### config.mk
export PLATFORM = sky130hd
export DESIGN_NAME = state_indicator
export DESIGN_NICKNAME = d
export VERILOG_FILES = /design/src/rtl/state_indicator_pkg.sv /design/src/rtl/state_indicator_level_classifier.sv /design/src/rtl/state_indicator.sv
export SDC_FILE = /design/constraint.sdc
export NUM_CORES = 1
export LEC_CHECK = 0
export CAP_MARGIN = 0
export CORE_AREA = 2 2 39 41
export DETAILED_ROUTE_END_ITERATION = 7
export DIE_AREA = 0 0 41 43
export GPL_ROUTABILITY_DRIVEN = 0
export PLACE_DENSITY = 0.59
export SLEW_MARGIN = 10
export SYNTH_ARGS = -nofsm -noshare
export SYNTH_HDL_FRONTEND = slang
export SYNTH_SLANG_ARGS = --single-unit
### constraint.sdc
create_clock -name clk -period 2.67 [get_ports clk]
set_input_delay 0.534 -clock clk [delete_from_list [all_inputs] [get_ports clk]]
set_output_delay 0.534 -clock clk [all_outputs]
set_load 0.02 [all_outputs]
### src/rtl/state_indicator_pkg.sv
// Shared types and default thresholds for the battery charge-state path.
package state_indicator_pkg;

    typedef enum logic [1:0] {
        ST_CRIT = 2'd0,
        ST_LOW  = 2'd1,
        ST_MID  = 2'd2,
        ST_FULL = 2'd3
    } state_t;

    localparam int BAT_W_DEF   = 5;
    localparam int TH_LOW_DEF  = 6;
    localparam int TH_MID_DEF  = 12;
    localparam int TH_FULL_DEF = 24;
    localparam int HYST_DEF    = 2;

endpackage

### src/rtl/state_indicator_level_classifier.sv
// Combinational raw charge level from a battery reading; readings exactly at a
// threshold belong to the higher level.
module level_classifier
    import state_indicator_pkg::*;
#(
    parameter int BAT_W   = BAT_W_DEF,
    parameter int TH_LOW  = TH_LOW_DEF,
    parameter int TH_MID  = TH_MID_DEF,
    parameter int TH_FULL = TH_FULL_DEF
) (
    input  logic [BAT_W-1:0] battery,
    output logic [1:0]       level
);

    localparam logic [BAT_W-1:0] TH_LOW_C  = BAT_W'(TH_LOW);
    localparam logic [BAT_W-1:0] TH_MID_C  = BAT_W'(TH_MID);
    localparam logic [BAT_W-1:0] TH_FULL_C = BAT_W'(TH_FULL);

    // Priority compare from the highest threshold down
    always_comb begin
        level = 2'd0;
        if (battery >= TH_FULL_C) begin
            level = 2'd3;
        end else if (battery >= TH_MID_C) begin
            level = 2'd2;
        end else if (battery >= TH_LOW_C) begin
            level = 2'd1;
        end else begin
            level = 2'd0;
        end
    end

endmodule

### src/rtl/state_indicator.sv
// Battery charge-state register with downward hysteresis, critical flag and
// one-cycle change pulse.
module state_indicator
    import state_indicator_pkg::*;
#(
    parameter int BAT_W   = BAT_W_DEF,
    parameter int TH_LOW  = TH_LOW_DEF,
    parameter int TH_MID  = TH_MID_DEF,
    parameter int TH_FULL = TH_FULL_DEF,
    parameter int HYST    = HYST_DEF
) (
    input  logic             clk,
    input  logic             rst_n,
    input  logic [BAT_W-1:0] battery,
    output logic [1:0]       state,
    output logic             critical,
    output logic             changed
);

    // Threshold ordering and margins guarantee TH[state]-HYST never underflows
    if (!(TH_LOW > 0 && TH_LOW < TH_MID && TH_MID < TH_FULL && TH_FULL <= (2**BAT_W) - 1)) begin : g_bad_thresholds
        $fatal(1, "state_indicator: thresholds out of order or out of range");
    end
    if (!(HYST < TH_LOW && HYST < (TH_MID - TH_LOW) && HYST < (TH_FULL - TH_MID))) begin : g_bad_hyst
        $fatal(1, "state_indicator: hysteresis margin too large");
    end

    logic [1:0]     raw_s;
    logic [BAT_W:0] th_cur_s;
    logic [BAT_W:0] floor_s;
    state_t         next_s;
    state_t         state_r;
    logic           changed_r;

    level_classifier #(
        .BAT_W   (BAT_W),
        .TH_LOW  (TH_LOW),
        .TH_MID  (TH_MID),
        .TH_FULL (TH_FULL)
    ) u_level_classifier (
        .battery (battery),
        .level   (raw_s)
    );

    // Next state: rise immediately, fall only once below the current entry threshold minus margin
    always_comb begin
        th_cur_s = {(BAT_W+1){1'b0}};
        case (state_r)
            ST_LOW:  th_cur_s = (BAT_W+1)'(TH_LOW);
            ST_MID:  th_cur_s = (BAT_W+1)'(TH_MID);
            ST_FULL: th_cur_s = (BAT_W+1)'(TH_FULL);
            default: th_cur_s = {(BAT_W+1){1'b0}};
        endcase
        floor_s = th_cur_s - (BAT_W+1)'(HYST);

        next_s = state_r;
        if (raw_s > state_r) begin
            next_s = state_t'(raw_s);
        end else if ((raw_s < state_r) && ({1'b0, battery} < floor_s)) begin
            next_s = state_t'(raw_s);
        end else begin
            next_s = state_r;
        end
    end

    // State register and change pulse
    always_ff @(posedge clk or negedge rst_n) begin
        if (!rst_n) begin
            state_r   <= ST_CRIT;
            changed_r <= 1'b0;
        end else begin
            state_r   <= next_s;
            changed_r <= (next_s != state_r);
        end
    end

    assign state    = state_r;
    assign critical = (state_r == ST_CRIT);
    assign changed  = changed_r;

endmodule

==> results_dict.tcl, run 1 <==
set metrics [dict create \
    syn-cell-area_sq_um 392 \
    synth_nets 59 \
    ys.flop_type "dfrtp_1" \
    holdBufCountCts 0 \
    syn_inst 42 \
    yosys.area.top_type "ha_1" \
    ctsResizeCount 0 \
    num_antenna_cells 0 \
    timing.final.hold_violations 0 \
    clk_pin_slew_ns 0.04 \
    status "complete, no violations" \
    clock-sinks 3 \
    r2r_start "state[1]$_DFF_PN0_" \
    rows 14 \
    cts_buffers 3 \
    async_reset_ff_share_pct 100 \
    cts_buffer_depth 2 \
    holdWs_ns 0.485 \
    die_height_um 43 \
    core_sq_um 1380 \
    drv_slew 0 \
    startpoint_type "input pin" \
    power_density_nw_per_um2 1050 \
    cts_setup_buffers 0 \
    slowest_delay_ns 0.42 \
    syn_area_per_cell_sq_um 9.32 \
    cp.arrival_ns 2.47 \
    dp.cells 71 \
    cts_htree_levels 1 \
    cp_common_cell "nand2b_1" \
    drtIter0Drc 1 \
    synth.area.top_cells "ha_1, dfrtp_1, nand2b_1" \
    hpwl_um 697 \
    vdd_drop_max_mv 0.289 \
    top_layer "met3" \
    wirelength_um 866 \
    cp.required_ns 2.79 \
    grt_max_degree 10 \
    grt_pass1_vias 312 \
    overflow 0 \
    r2r_setup_slack_ns 0.55 \
    reg2reg_depth 8 \
    cts_tree "yes" \
    yosysTopAreaCellShare_pct 31.9 \
    max_cap_violations 0 \
    die_w_um 41 \
    met1_length_um 385 \
    vias_per_cell 4.71 \
    dr.pass1.iters 4 \
    setup_viol 0 \
    yosysSeqAreaShare_pct 19.2 \
    worstSetupPathType "input pin to register" \
    wl_met3_um 42 \
    cts_root_buffer "clkbuf_4" \
    grt_pass1_wl_mm 1.28 \
    port-buffer-count 9 \
    p_leak_nw 0.277 \
    drc_errors 0 \
    met2_length_um 437 \
    mostFrequentLayoutCells "ha_1, clkdlybuf4s50_1, nor2_1, buf_4" \
    final_common_cell "ha_1" \
    slowest_stage "clkdlybuf4s50_1" \
    start_util_pct 28.3 \
    fillerInstances 146 \
    synth_warnings 0 \
    grt_setup_unrepaired "false" \
    final_cells 75 \
    cp_max_fo 3 \
    postRouteAntennaNets 0 \
    fin_nets 77 \
    io-pin-count 11 \
    tightest_slew_ns 0.293 \
    hold_path_class "input pin to async pin" \
    layout-area-overhead-vs-synth_pct 42.5 \
    antenna_found_initial 0 \
    slew_headroom_pct 80.4 \
    worst_setup_path_end_kind "register" \
    tns_ns 0 \
    vias 353 \
    synth-edff-count 0 \
    die_area_sq_um 1760 \
    worstReg2RegEnd "state[1]$_DFF_PN0_" \
    clk_latency_ns 0.24 \
    finClkSkew_ns 0.00959 \
    grt_use_total_pct 11.5 \
    drive_gt1_share_pct 18.6 \
    ys_seq_elements 3 \
    fin_crit_ns 2.35 \
    path_cells "clkdlybuf4s50_1, nand2b_1, nor3b_1, a21oi_1, ha_1, nand2b_1, a32oi_1, nand2_2, mux2_4" \
    max_clock_freq_ghz 0.426 \
    routedWlPerCell_um 11.5 \
    yosysUniqueCellTypes 20 \
    min_period_over_period_pct 87.8 \
]
through the flow:
step / worst slack (ns) / cell area (sq um) / util [%] / power, mW
finish: 0.325 / 558 / 40.3 / 0.585
global placement: 0.136 / 532 / 38.4 / 0.497
detailed placement: 0.0742 / 532 / 38.4 / 0.507
floorplan: 0.479 / 392 / - / 0.378
global route: 0.224 / 558 / 40.3 / 0.635
CTS: 0.331 / 558 / 40.3 / 0.594
state kept, by name, summed over array words and instances (netlist names):
signal and flops:
state 2, changed 1
area by class of cell:
type                       count  area (sq um)  share of cell area [%]
clock buffer                   4          26.3                    4.71
inverter                       2          7.51                    1.35
multi-input combinational     37           309                    55.4
sequential                     3          75.1                    13.5
tap                           16          20.0                    3.59
timing repair buffer          13           120                    21.5
power breakdown:
group	internal [mW]	leakage, nW	switching, mW
Combinational	0.193	0.227	0.203
Sequential	0.0700	0.0348	0.0372
Clock	0.0562	0.0150	0.0257
worst max-delay path by stage:
stage                             startpoint                  to  slack, ns  cells after the start
after CTS                         battery[4]  state[1]$_DFF_PN0_       0.33                      9
final                             battery[4]  state[1]$_DFF_PN0_       0.32                      9
after global placement            battery[4]  state[1]$_DFF_PN0_       0.14                      9
after global routing              battery[4]  state[1]$_DFF_PN0_       0.22                      9
after floorplan           state[0]$_DFF_PN0_  state[1]$_DFF_PN0_       0.48                      8
after detailed placement          battery[4]  state[1]$_DFF_PN0_       0.07                      9
critical path: cells and delay by family:
kind                     cells  cell delay [ns]
AO/OA/AOI/OAI                2             0.35
adder cells (fa/ha/maj)      1             0.21
buffers and inverters        1             0.42
multiplexers                 1             0.31
AND/OR/NAND/NOR              4             0.65
cells in the mapped netlist (2+ instances only):
master,number
a21o_1,2
a21oi_1,3
nor3_1,2
inv_1,2
dfrtp_1,3
nor2_1,5
ha_1,10
nand2b_1,3
kinds of logic after synthesis:
logic type / Yosys count / share of synthesized area [%]
DFF: 3 / 19.2
buffers and inverters: 2 / 1.92
and+or+nand+nor: 15 / 20.8
AOI/OAI and AO/OA: 9 / 17.6
adders and majority gates: 10 / 31.9
muxes: 2 / 6.39
xor gates and xnor gates: 1 / 2.24
routing by layer:
layer  vias up  global-route usage, %
li1        188                      -
met1       157                   13.5
met3         0                   1.57
met5         -                      0
met4         0                   10.0
met2         8                   16.9
Note: power is estimated with default switching activity, not from simulation.
==> run 2, diff against run 1 <==
- PLACE_DENSITY: 0.59 -> default
==> run 2 against run 1 <==
Net effect:
- non-clock buffer count unchanged
- via count increased by 4.8%
- sequential share of layout area unchanged
- maximum frequency about the same
- sequential cell count did not move
- core utilization unchanged
- register-to-register slack worse by 0.04 ns
- clock skew decreased by 0.0079 ns
- die area unchanged
- critical path type unchanged
- largest cell class unchanged
==> results_dict.tcl, run 2 (synthesized netlist as in run 1, its figures left out) <==
set metrics [dict create \
    cp_common_cell "nand2b_1" \
    setup_viol 0 \
    cts_buffer_depth 2 \
    vias_per_cell 4.93 \
    worst_setup_path_end_kind "register" \
    grt_pass1_vias 303 \
    worstSetupPathType "input pin to register" \
    cts_buffers 3 \
    drv_slew 0 \
    ctsResizeCount 0 \
    fin_nets 77 \
    largest_register_ffs 2 \
    cts_tree "yes" \
    antenna_found_initial 0 \
    drive_gt1_share_pct 18.6 \
    num_antenna_cells 0 \
    die_area_sq_um 1760 \
    fin_crit_ns 2.35 \
    path_cells "clkdlybuf4s50_1, nand2b_1, nor3b_1, a21oi_1, ha_1, nand2b_1, a32oi_1, nand2_2, mux2_4" \
    drtIter0Drc 3 \
    power_density_nw_per_um2 1070 \
    tns_ns 0 \
    grt_max_degree 8 \
    start_util_pct 28.3 \
    clock-sinks 3 \
    cts_root_buffer "clkbuf_4" \
    mostFrequentLayoutCells "ha_1, clkdlybuf4s50_1, nor2_1, buf_4" \
    layout-area-overhead-vs-synth_pct 42.5 \
    core_sq_um 1380 \
    wirelength_um 855 \
    max_cap_violations 0 \
    vdd_drop_max_mv 0.293 \
    dp.cells 71 \
    r2r_start "state[0]$_DFF_PN0_" \
    clk_pin_slew_ns 0.04 \
    grt_pass1_wl_mm 1.30 \
    overflow 0 \
    hpwl_um 719 \
    holdWs_ns 0.487 \
    cts_htree_levels 1 \
    cp_max_fo 3 \
    startpoint_type "input pin" \
    final_common_cell "ha_1" \
    r2r_setup_slack_ns 0.51 \
    p_leak_nw 0.276 \
    postRouteAntennaNets 0 \
    final_cells 75 \
    slowest_delay_ns 0.42 \
    status "complete, no violations" \
    finClkSkew_ns 0.00171 \
    grt_setup_unrepaired "false" \
    routedWlPerCell_um 11.4 \
    cp.arrival_ns 2.46 \
    min_period_over_period_pct 87.9 \
    dr.pass1.iters 2 \
    tightest_slew_ns 0.244 \
    cts_setup_buffers 0 \
    clk_latency_ns 0.23 \
    worstReg2RegEnd "state[1]$_DFF_PN0_" \
    reg2reg_depth 8 \
    die_w_um 41 \
    port-buffer-count 9 \
    die_height_um 43 \
    hold_path_class "input pin to async pin" \
    max_clock_freq_ghz 0.426 \
    drc_errors 0 \
    fin_total_pwr_mw 0.596 \
    timing.final.hold_violations 0 \
    cp.required_ns 2.78 \
    rows 14 \
    grt_use_total_pct 10.5 \
    slew_headroom_pct 83.7 \
    slowest_stage "clkdlybuf4s50_1" \
    io-pin-count 11 \
    holdBufCountCts 0 \
    vias 370 \
]
-- run 2: cell counts in the layout (fill, tap and decap cells not counted) --
No cell type changed its count.
-- run 2: how the worst max path moves through the flow --
stage	from	endpoint	slack, ns	cells after the start
2_1_floorplan	state[0]$_DFF_PN0_	state[1]$_DFF_PN0_	0.48	8
6_report	battery[4]	state[1]$_DFF_PN0_	0.32	9
4_1_cts	battery[4]	state[1]$_DFF_PN0_	0.35	9
3_3_place_gp	battery[4]	state[1]$_DFF_PN0_	0.13	9
5_1_grt	battery[4]	state[1]$_DFF_PN0_	0.26	9
3_5_place_dp	battery[4]	state[1]$_DFF_PN0_	0.11	9
-- run 2: through the flow --
| stage | utilization, % | worst slack, ns | area, sq um |
|---|---|---|---|
| after floorplan | - | 0.479 | 392 |
| after global placement | 38.4 | 0.131 | 532 |
| after detailed placement | 38.4 | 0.110 | 532 |
| after CTS | 40.3 | 0.353 | 558 |
| after global routing | 40.3 | 0.264 | 558 |
| final | 40.3 | 0.323 | 558 |
-- run 2: area by class of cell --
cell class,count,area [sq um]
Fill cell,152,826
Multi-Input combinational cell,37,309
Timing Repair Buffer,13,120
Sequential cell,3,75.1
Clock buffer,4,26.3
Tap cell,16,20.0
Inverter,2,7.51
-- run 2: metal layers --
| metal | global-route usage, % | part of all wire, % | routed length (um) | vias up |
|---|---|---|---|---|
| met2 | 15.3 | 44 | 378 | 8 |
| li1 | - | - | - | 190 |
| met4 | 2.00 | 0 | 0 | 0 |
| met3 | 3.14 | 3.7 | 32 | 0 |
| met1 | 15.1 | 52 | 444 | 172 |
| met5 | 0 | 0 | 0 | - |
-- run 2: worst max-delay path, delay by kind of cell --
| kind | cells | cell delay, ns |
|---|---|---|
| buffers and inverters | 1 | 0.42 |
| and+or+nand+nor | 4 | 0.67 |
| AOI/OAI and AO/OA | 2 | 0.33 |
| adders and majority gates | 1 | 0.20 |
| muxes | 1 | 0.30 |
-- run 2: power breakdown --
part           switching, mW  internal, mW
Clock                 0.0225        0.0559
Sequential            0.0300        0.0701
Combinational          0.215         0.203
==> run 3, diff against run 2 <==
- SKIP_LAST_GASP: default -> 1
==> results of run 3 <==
The final DEF is identical to that of run 2; final timing and power are the same.
